## config.mk

```make
export PLATFORM = sky130hd
export DESIGN_NAME = mips_mc_ctrl
export DESIGN_NICKNAME = d
export VERILOG_FILES = /design/src/rtl/mips_pkg.sv /design/src/rtl/alu_op_decode.sv /design/src/rtl/mips_mc_ctrl.sv
export SDC_FILE = /design/constraint.sdc
export NUM_CORES = 1
export LEC_CHECK = 0
export CORE_MARGIN = 4
export CORE_UTILIZATION = 42
export CTS_BUF_LIST = sky130_fd_sc_hd__clkbuf_8
export DETAILED_ROUTE_END_ITERATION = 16
export PLACE_DENSITY = 0.81
export SYNTH_ARGS = -nofsm -noshare
export SYNTH_HDL_FRONTEND = slang
export SYNTH_SLANG_ARGS = --single-unit
```

## constraint.sdc

```tcl
create_clock -name clk -period 2.6 [get_ports clk]
set_input_delay 0.65 -clock clk [delete_from_list [all_inputs] [get_ports clk]]
set_output_delay 0.65 -clock clk [all_outputs]
set_load 0.01 [all_outputs]
```

## src/rtl/mips_pkg.sv

```systemverilog
// rtl/mips_pkg.sv - opcode/funct constants, ALU op codes, mux encodings and FSM state enum
package mips_pkg;

  localparam logic [5:0] OP_RTYPE = 6'h00;
  localparam logic [5:0] OP_J     = 6'h02;
  localparam logic [5:0] OP_BEQ   = 6'h04;
  localparam logic [5:0] OP_ADDI  = 6'h08;
  localparam logic [5:0] OP_ANDI  = 6'h0C;
  localparam logic [5:0] OP_ORI   = 6'h0D;
  localparam logic [5:0] OP_LW    = 6'h23;
  localparam logic [5:0] OP_SW    = 6'h2B;

  localparam logic [5:0] FN_ADD = 6'h20;
  localparam logic [5:0] FN_SUB = 6'h22;
  localparam logic [5:0] FN_AND = 6'h24;
  localparam logic [5:0] FN_OR  = 6'h25;
  localparam logic [5:0] FN_SLT = 6'h2A;

  localparam logic [3:0] ALU_ADD = 4'b0010;
  localparam logic [3:0] ALU_SUB = 4'b0110;
  localparam logic [3:0] ALU_OR  = 4'b0001;
  localparam logic [3:0] ALU_AND = 4'b0000;
  localparam logic [3:0] ALU_SLT = 4'b0111;

  localparam logic [1:0] SRCB_RT      = 2'b00;
  localparam logic [1:0] SRCB_FOUR    = 2'b01;
  localparam logic [1:0] SRCB_IMM     = 2'b10;
  localparam logic [1:0] SRCB_IMM_SH2 = 2'b11;

  localparam logic [1:0] PCSRC_ALU    = 2'b00;
  localparam logic [1:0] PCSRC_ALUOUT = 2'b01;
  localparam logic [1:0] PCSRC_JUMP   = 2'b10;

  typedef enum logic [3:0] {
    S_FETCH, S_DECODE, S_MEM_ADDR, S_MEM_RD, S_MEM_WB, S_MEM_WR,
    S_R_EXEC, S_R_WB, S_I_EXEC, S_I_WB, S_BRANCH, S_JUMP
  } state_t;

  // Which ALU-op rule applies in the current state
  typedef enum logic [1:0] {
    CLS_DEFAULT, CLS_REXEC, CLS_IEXEC, CLS_BRANCH
  } alu_class_t;

endpackage

```

## src/rtl/alu_op_decode.sv

```systemverilog
// rtl/alu_op_decode.sv - maps (state class, opcode, funct) to alu_ctrl, ext_zero and funct legality
module alu_op_decode
  import mips_pkg::*;
(
  input  alu_class_t  cls,
  input  logic [5:0]  opcode,
  input  logic [5:0]  funct,
  output logic [3:0]  alu_ctrl,
  output logic        ext_zero,
  output logic        funct_legal
);

  always_comb begin
    funct_legal = 1'b1;
    case (funct)
      FN_ADD, FN_SUB, FN_AND, FN_OR, FN_SLT: funct_legal = 1'b1;
      default:                               funct_legal = 1'b0;
    endcase
  end

  always_comb begin
    alu_ctrl = ALU_ADD;
    ext_zero = 1'b0;
    case (cls)
      CLS_REXEC: begin
        case (funct)
          FN_SUB:  alu_ctrl = ALU_SUB;
          FN_AND:  alu_ctrl = ALU_AND;
          FN_OR:   alu_ctrl = ALU_OR;
          FN_SLT:  alu_ctrl = ALU_SLT;
          default: alu_ctrl = ALU_ADD;
        endcase
      end
      // Logical immediates are zero-extended; addi keeps sign extension
      CLS_IEXEC: begin
        case (opcode)
          OP_ANDI: begin alu_ctrl = ALU_AND; ext_zero = 1'b1; end
          OP_ORI:  begin alu_ctrl = ALU_OR;  ext_zero = 1'b1; end
          default: alu_ctrl = ALU_ADD;
        endcase
      end
      CLS_BRANCH: alu_ctrl = ALU_SUB;
      default:    alu_ctrl = ALU_ADD;
    endcase
  end

endmodule

```

## src/rtl/mips_mc_ctrl.sv

```systemverilog
// rtl/mips_mc_ctrl.sv - multicycle MIPS control FSM; MIPS_MC_MEM_WAIT_EN adds mem_ready wait states
module mips_mc_ctrl
  import mips_pkg::*;
(
  input  logic       clk,
  input  logic       rst_n,
  input  logic [5:0] opcode,
  input  logic [5:0] funct,
  input  logic       zero,
  input  logic       mem_ready,
  output logic       pc_en,
  output logic       iord,
  output logic       mem_read,
  output logic       mem_write,
  output logic       ir_write,
  output logic       reg_dst,
  output logic       mem_to_reg,
  output logic       reg_write,
  output logic       alu_src_a,
  output logic [1:0] alu_src_b,
  output logic       ext_zero,
  output logic [1:0] pc_src,
  output logic [3:0] alu_ctrl,
  output logic       instr_done,
  output logic       illegal_op
);

  state_t     state_q, state_d;
  alu_class_t cls;
  logic       funct_legal;
  logic       mem_ok;
  logic       pc_write;
  logic       branch;
  logic [3:0] dec_alu;
  logic       dec_ext;

`ifdef MIPS_MC_MEM_WAIT_EN
  assign mem_ok = mem_ready;
`else
  logic unused_mem_ready;
  assign unused_mem_ready = mem_ready;
  assign mem_ok = 1'b1;
`endif

  always_comb begin
    cls = CLS_DEFAULT;
    case (state_q)
      S_R_EXEC:         cls = CLS_REXEC;
      S_I_EXEC, S_I_WB: cls = CLS_IEXEC;
      S_BRANCH:         cls = CLS_BRANCH;
      default:          cls = CLS_DEFAULT;
    endcase
  end

  alu_op_decode u_alu_op_decode (
    .cls         (cls),
    .opcode      (opcode),
    .funct       (funct),
    .alu_ctrl    (dec_alu),
    .ext_zero    (dec_ext),
    .funct_legal (funct_legal)
  );

  always_ff @(posedge clk or negedge rst_n) begin
    if (!rst_n) state_q <= S_FETCH;
    else        state_q <= state_d;
  end

  // Outputs stay at their idle defaults while rst_n is low, even though state is FETCH
  always_comb begin
    state_d    = state_q;
    pc_write   = 1'b0;
    branch     = 1'b0;
    iord       = 1'b0;
    mem_read   = 1'b0;
    mem_write  = 1'b0;
    ir_write   = 1'b0;
    reg_dst    = 1'b0;
    mem_to_reg = 1'b0;
    reg_write  = 1'b0;
    alu_src_a  = 1'b0;
    alu_src_b  = SRCB_RT;
    ext_zero   = 1'b0;
    pc_src     = PCSRC_ALU;
    alu_ctrl   = ALU_ADD;
    instr_done = 1'b0;
    illegal_op = 1'b0;
    if (rst_n) begin
      alu_ctrl = dec_alu;
      ext_zero = dec_ext;
      case (state_q)
        S_FETCH: begin
          mem_read  = 1'b1;
          alu_src_b = SRCB_FOUR;
          ir_write  = mem_ok;
          pc_write  = mem_ok;
          if (mem_ok) state_d = S_DECODE;
        end
        S_DECODE: begin
          alu_src_b = SRCB_IMM_SH2;
          case (opcode)
            OP_LW, OP_SW:              state_d = S_MEM_ADDR;
            OP_ADDI, OP_ANDI, OP_ORI:  state_d = S_I_EXEC;
            OP_BEQ:                    state_d = S_BRANCH;
            OP_J:                      state_d = S_JUMP;
            OP_RTYPE: begin
              if (funct_legal) state_d = S_R_EXEC;
              else begin
                illegal_op = 1'b1;
                instr_done = 1'b1;
                state_d    = S_FETCH;
              end
            end
            default: begin
              illegal_op = 1'b1;
              instr_done = 1'b1;
              state_d    = S_FETCH;
            end
          endcase
        end
        S_MEM_ADDR: begin
          alu_src_a = 1'b1;
          alu_src_b = SRCB_IMM;
          state_d   = (opcode == OP_LW) ? S_MEM_RD : S_MEM_WR;
        end
        S_MEM_RD: begin
          iord     = 1'b1;
          mem_read = 1'b1;
          if (mem_ok) state_d = S_MEM_WB;
        end
        S_MEM_WB: begin
          mem_to_reg = 1'b1;
          reg_write  = 1'b1;
          instr_done = 1'b1;
          state_d    = S_FETCH;
        end
        S_MEM_WR: begin
          iord       = 1'b1;
          mem_write  = 1'b1;
          instr_done = mem_ok;
          if (mem_ok) state_d = S_FETCH;
        end
        S_R_EXEC: begin
          alu_src_a = 1'b1;
          state_d   = S_R_WB;
        end
        S_R_WB: begin
          reg_dst    = 1'b1;
          reg_write  = 1'b1;
          instr_done = 1'b1;
          state_d    = S_FETCH;
        end
        S_I_EXEC: begin
          alu_src_a = 1'b1;
          alu_src_b = SRCB_IMM;
          state_d   = S_I_WB;
        end
        S_I_WB: begin
          reg_write  = 1'b1;
          instr_done = 1'b1;
          state_d    = S_FETCH;
        end
        S_BRANCH: begin
          alu_src_a  = 1'b1;
          branch     = 1'b1;
          pc_src     = PCSRC_ALUOUT;
          instr_done = 1'b1;
          state_d    = S_FETCH;
        end
        S_JUMP: begin
          pc_write   = 1'b1;
          pc_src     = PCSRC_JUMP;
          instr_done = 1'b1;
          state_d    = S_FETCH;
        end
        default: state_d = S_FETCH;
      endcase
    end
  end

  assign pc_en = pc_write | (branch & zero);

endmodule

```

==> results.ini <==
[outcome]
status=complete, no violations

[clock_tree]
clk_latency_ns=0.22
cts.sinks=4
cts-buffers-inserted=3
hold_buffers=0
clk_pin_slew_ns=0.03
htree_levels=1
cts_tree=yes
cts_max_path_buffers=2
cts_root_buffer=clkbuf_8

[worst_setup_path]
cp.required_ns=1.95
cp_max_fo=7
cp.depth=5
critPathBufInv=2
crit_type=reg -> out
slowest_stage=clkdlybuf4s50_1
critical-path-top-delay-family=buffers and inverters
endpoint_kind=output pin
start_kind=register
crit_path_cell_trace=buf_4, nor2b_1, nand2_1, nor3_1, clkdlybuf4s50_1
cpPeakStageDelay_ns=0.59
cp_data_arrival_time_ns=1.92
reg2reg_depth=7

[sta]
drv_slew=0
min_period_over_period_pct=99.04
setup_viol=0
max_freq_ghz=0.3884
fin_crit_ns=2.575
hold_viol_final=0
rsz0062_at_grt=true
hold_slack_ns=0.7010
clock_skew_ns=0.003446

[routing]
wire_per_inst_microns=16.47
route.antenna.remaining_nets=0
via_count=1182
vias_per_cell=5.851
first_pass_iters=4
drc=0
drt_first_iter_violations=26
wl_microns=3326

[floorplan]
num_io_pins=36
die-area_sq_um=2623
row_count=15
core_area_sq_um=1745
initial_utilization_pct=44.95
die_w_microns=51.22
dieHeight_microns=51.22

[grt]
grt_pass1_wl_microns=5085
grt_overflow=0
grt_pass1_vias=1137
grtUsageTotal_pct=25.20
grt_max_degree=18
antenna_found_initial=0

[finish]
top_regs=state_q (4)
largest_reg_flops=4
area_growth_syn_to_layout_pct=85.33
regMostFlops=state_q
final_cell_count_no_fill=202
layout.nets=195
fillCellCount=103
area.sequential_sq_um=101.3
drive_above_1_share_pct=38.42
multi_input_area_sq_um=688.2
diodes=0

[logic_synthesis]
async_reset_ff_share_pct=100.0
synth_top_area_share_pct=12.76
ys_types=47
synth_area_leaders=dfrtp_1 (13%), nand2b_1 (8.0%), nor2_1 (6.7%), a21oi_1 (5.1%), nand4_1 (4.8%)
synthTopCellsByCount=nor2_1 (14), nand2b_1 (10), a21oi_1 (8), nand2_1 (8), nand4_1 (6)
ys_seq_elements=4
yosysTopAreaCell=dfrtp_1
syn_area_per_cell_sq_um=6.942
synth_nets=129
yosysMostFrequentCell=nor2_1
synthCells=113
syn_area_sq_um=784.5
synth_top_flop_cell=dfrtp_1
synth_warnings=0
synth_edf_count=0
synth_seq_area_share_pct=12.76

[place]
io_buffers=33
gp_congestion=0.8994
dp_hpwl_microns=2082
dp.cells=191

[min_path]
hold_class=in -> async

[power_and_ir_drop]
power_density_nw_per_um2=372.6
peakVddDrop_mv=0.4393
total_power_uw=541.8
p_leak_nw=0.7227

[job]
maxCapViolCount=0

per-layer routing:
layer  track usage (%)  part of all wire (%)  wire length, microns  vias up
li1                  -                     -                     -      546
met1             28.92                    41                  1377      576
met2             45.49                    51                  1695       55
met3             6.122                   7.0                   234        5
met4             7.860                  0.57                    19        0
met5                 0                     0                     0        -
cells in the final DEF (no fill, tap or decap), types with 2 or more instances in the layout:
cell and n:
a211o_1 2, a21o_1 2, a21oi_1 7, buf_2 3
buf_4 34, buf_6 4, clkbuf_2 5, clkbuf_8 3
clkdlybuf4s50_1 7, dfrtp_1 3, dlygate4sd2_1 11, dlymetal6s2s_1 6
nand2_1 8, nand2b_1 9, nand4_1 6, nor2_1 11
nor2_2 2, nor2_4 2, nor2b_1 3, nor3_1 2
nor4_1 2, o211ai_1 3, o21ai_1 2, o22ai_1 2
or3_1 2, xor2_1 2
cell families after synthesis:
group,Yosys count,share of synthesized area [%]
simple gates,68,51.36
compound gates,27,24.72
flops,4,12.76
other cells,1,0.4780
xor+xnor,2,2.233
mux,1,1.435
buf+inv,10,7.017
power breakdown:
group          total [mW]  internal, mW  switching (mW)
Clock               0.131        0.0986          0.0320
Sequential         0.0864        0.0709          0.0155
Combinational       0.325         0.162           0.162
Total               0.542         0.332           0.210
cell type report:
type / instances / area share (%)
tap: 25 / 2.151
sequential: 4 / 6.971
multi-input combinational: 99 / 47.33
timing repair buffer: 71 / 40.71
clock buffer: 3 / 2.840
repair_timing:
action / 4_1_cts / 5_1_grt
buffers inserted: 4 / 4
setup endpoints to repair: 19 / 11
gates resized for setup: 42 / 25
gates cloned: 0 / 0
pin swaps: 4 / 6
worst min-delay path, stage by stage:
cell	delay, ns
dlygate4sd2_1	0.22
buf_6	0.12
buf_4	0.12
buf_4	0.12
metrics by stage:
step                      area (sq um)  worst slack [ns]  util (%)  TNS (ns)
after floorplan                  784.5            0.1656         -         0
after global placement            1316           -0.6557     75.41    -5.232
after detailed placement          1316           -0.6895     75.41    -5.642
after CTS                         1410           -0.1718     80.79   -0.1718
after global routing              1454           -0.1425     83.30   -0.2610
final                             1454           0.02503     83.30         0
path summary, 6_finish.rpt:
kind	startpoint	end	slack [ns]
setup reg to reg	state_q[2]	state_q[2]	0.95
min in group clk	state_q[3]	state_q[0]	0.80
setup / recovery	state_q[2]	mem_to_reg	0.03
max in group asynchronous	rst_n	state_q[3]	1.78
hold / removal	rst_n	state_q[0]	0.70
hold reg to reg	state_q[3]	state_q[0]	0.80
Power figures use the tool's default switching activity.
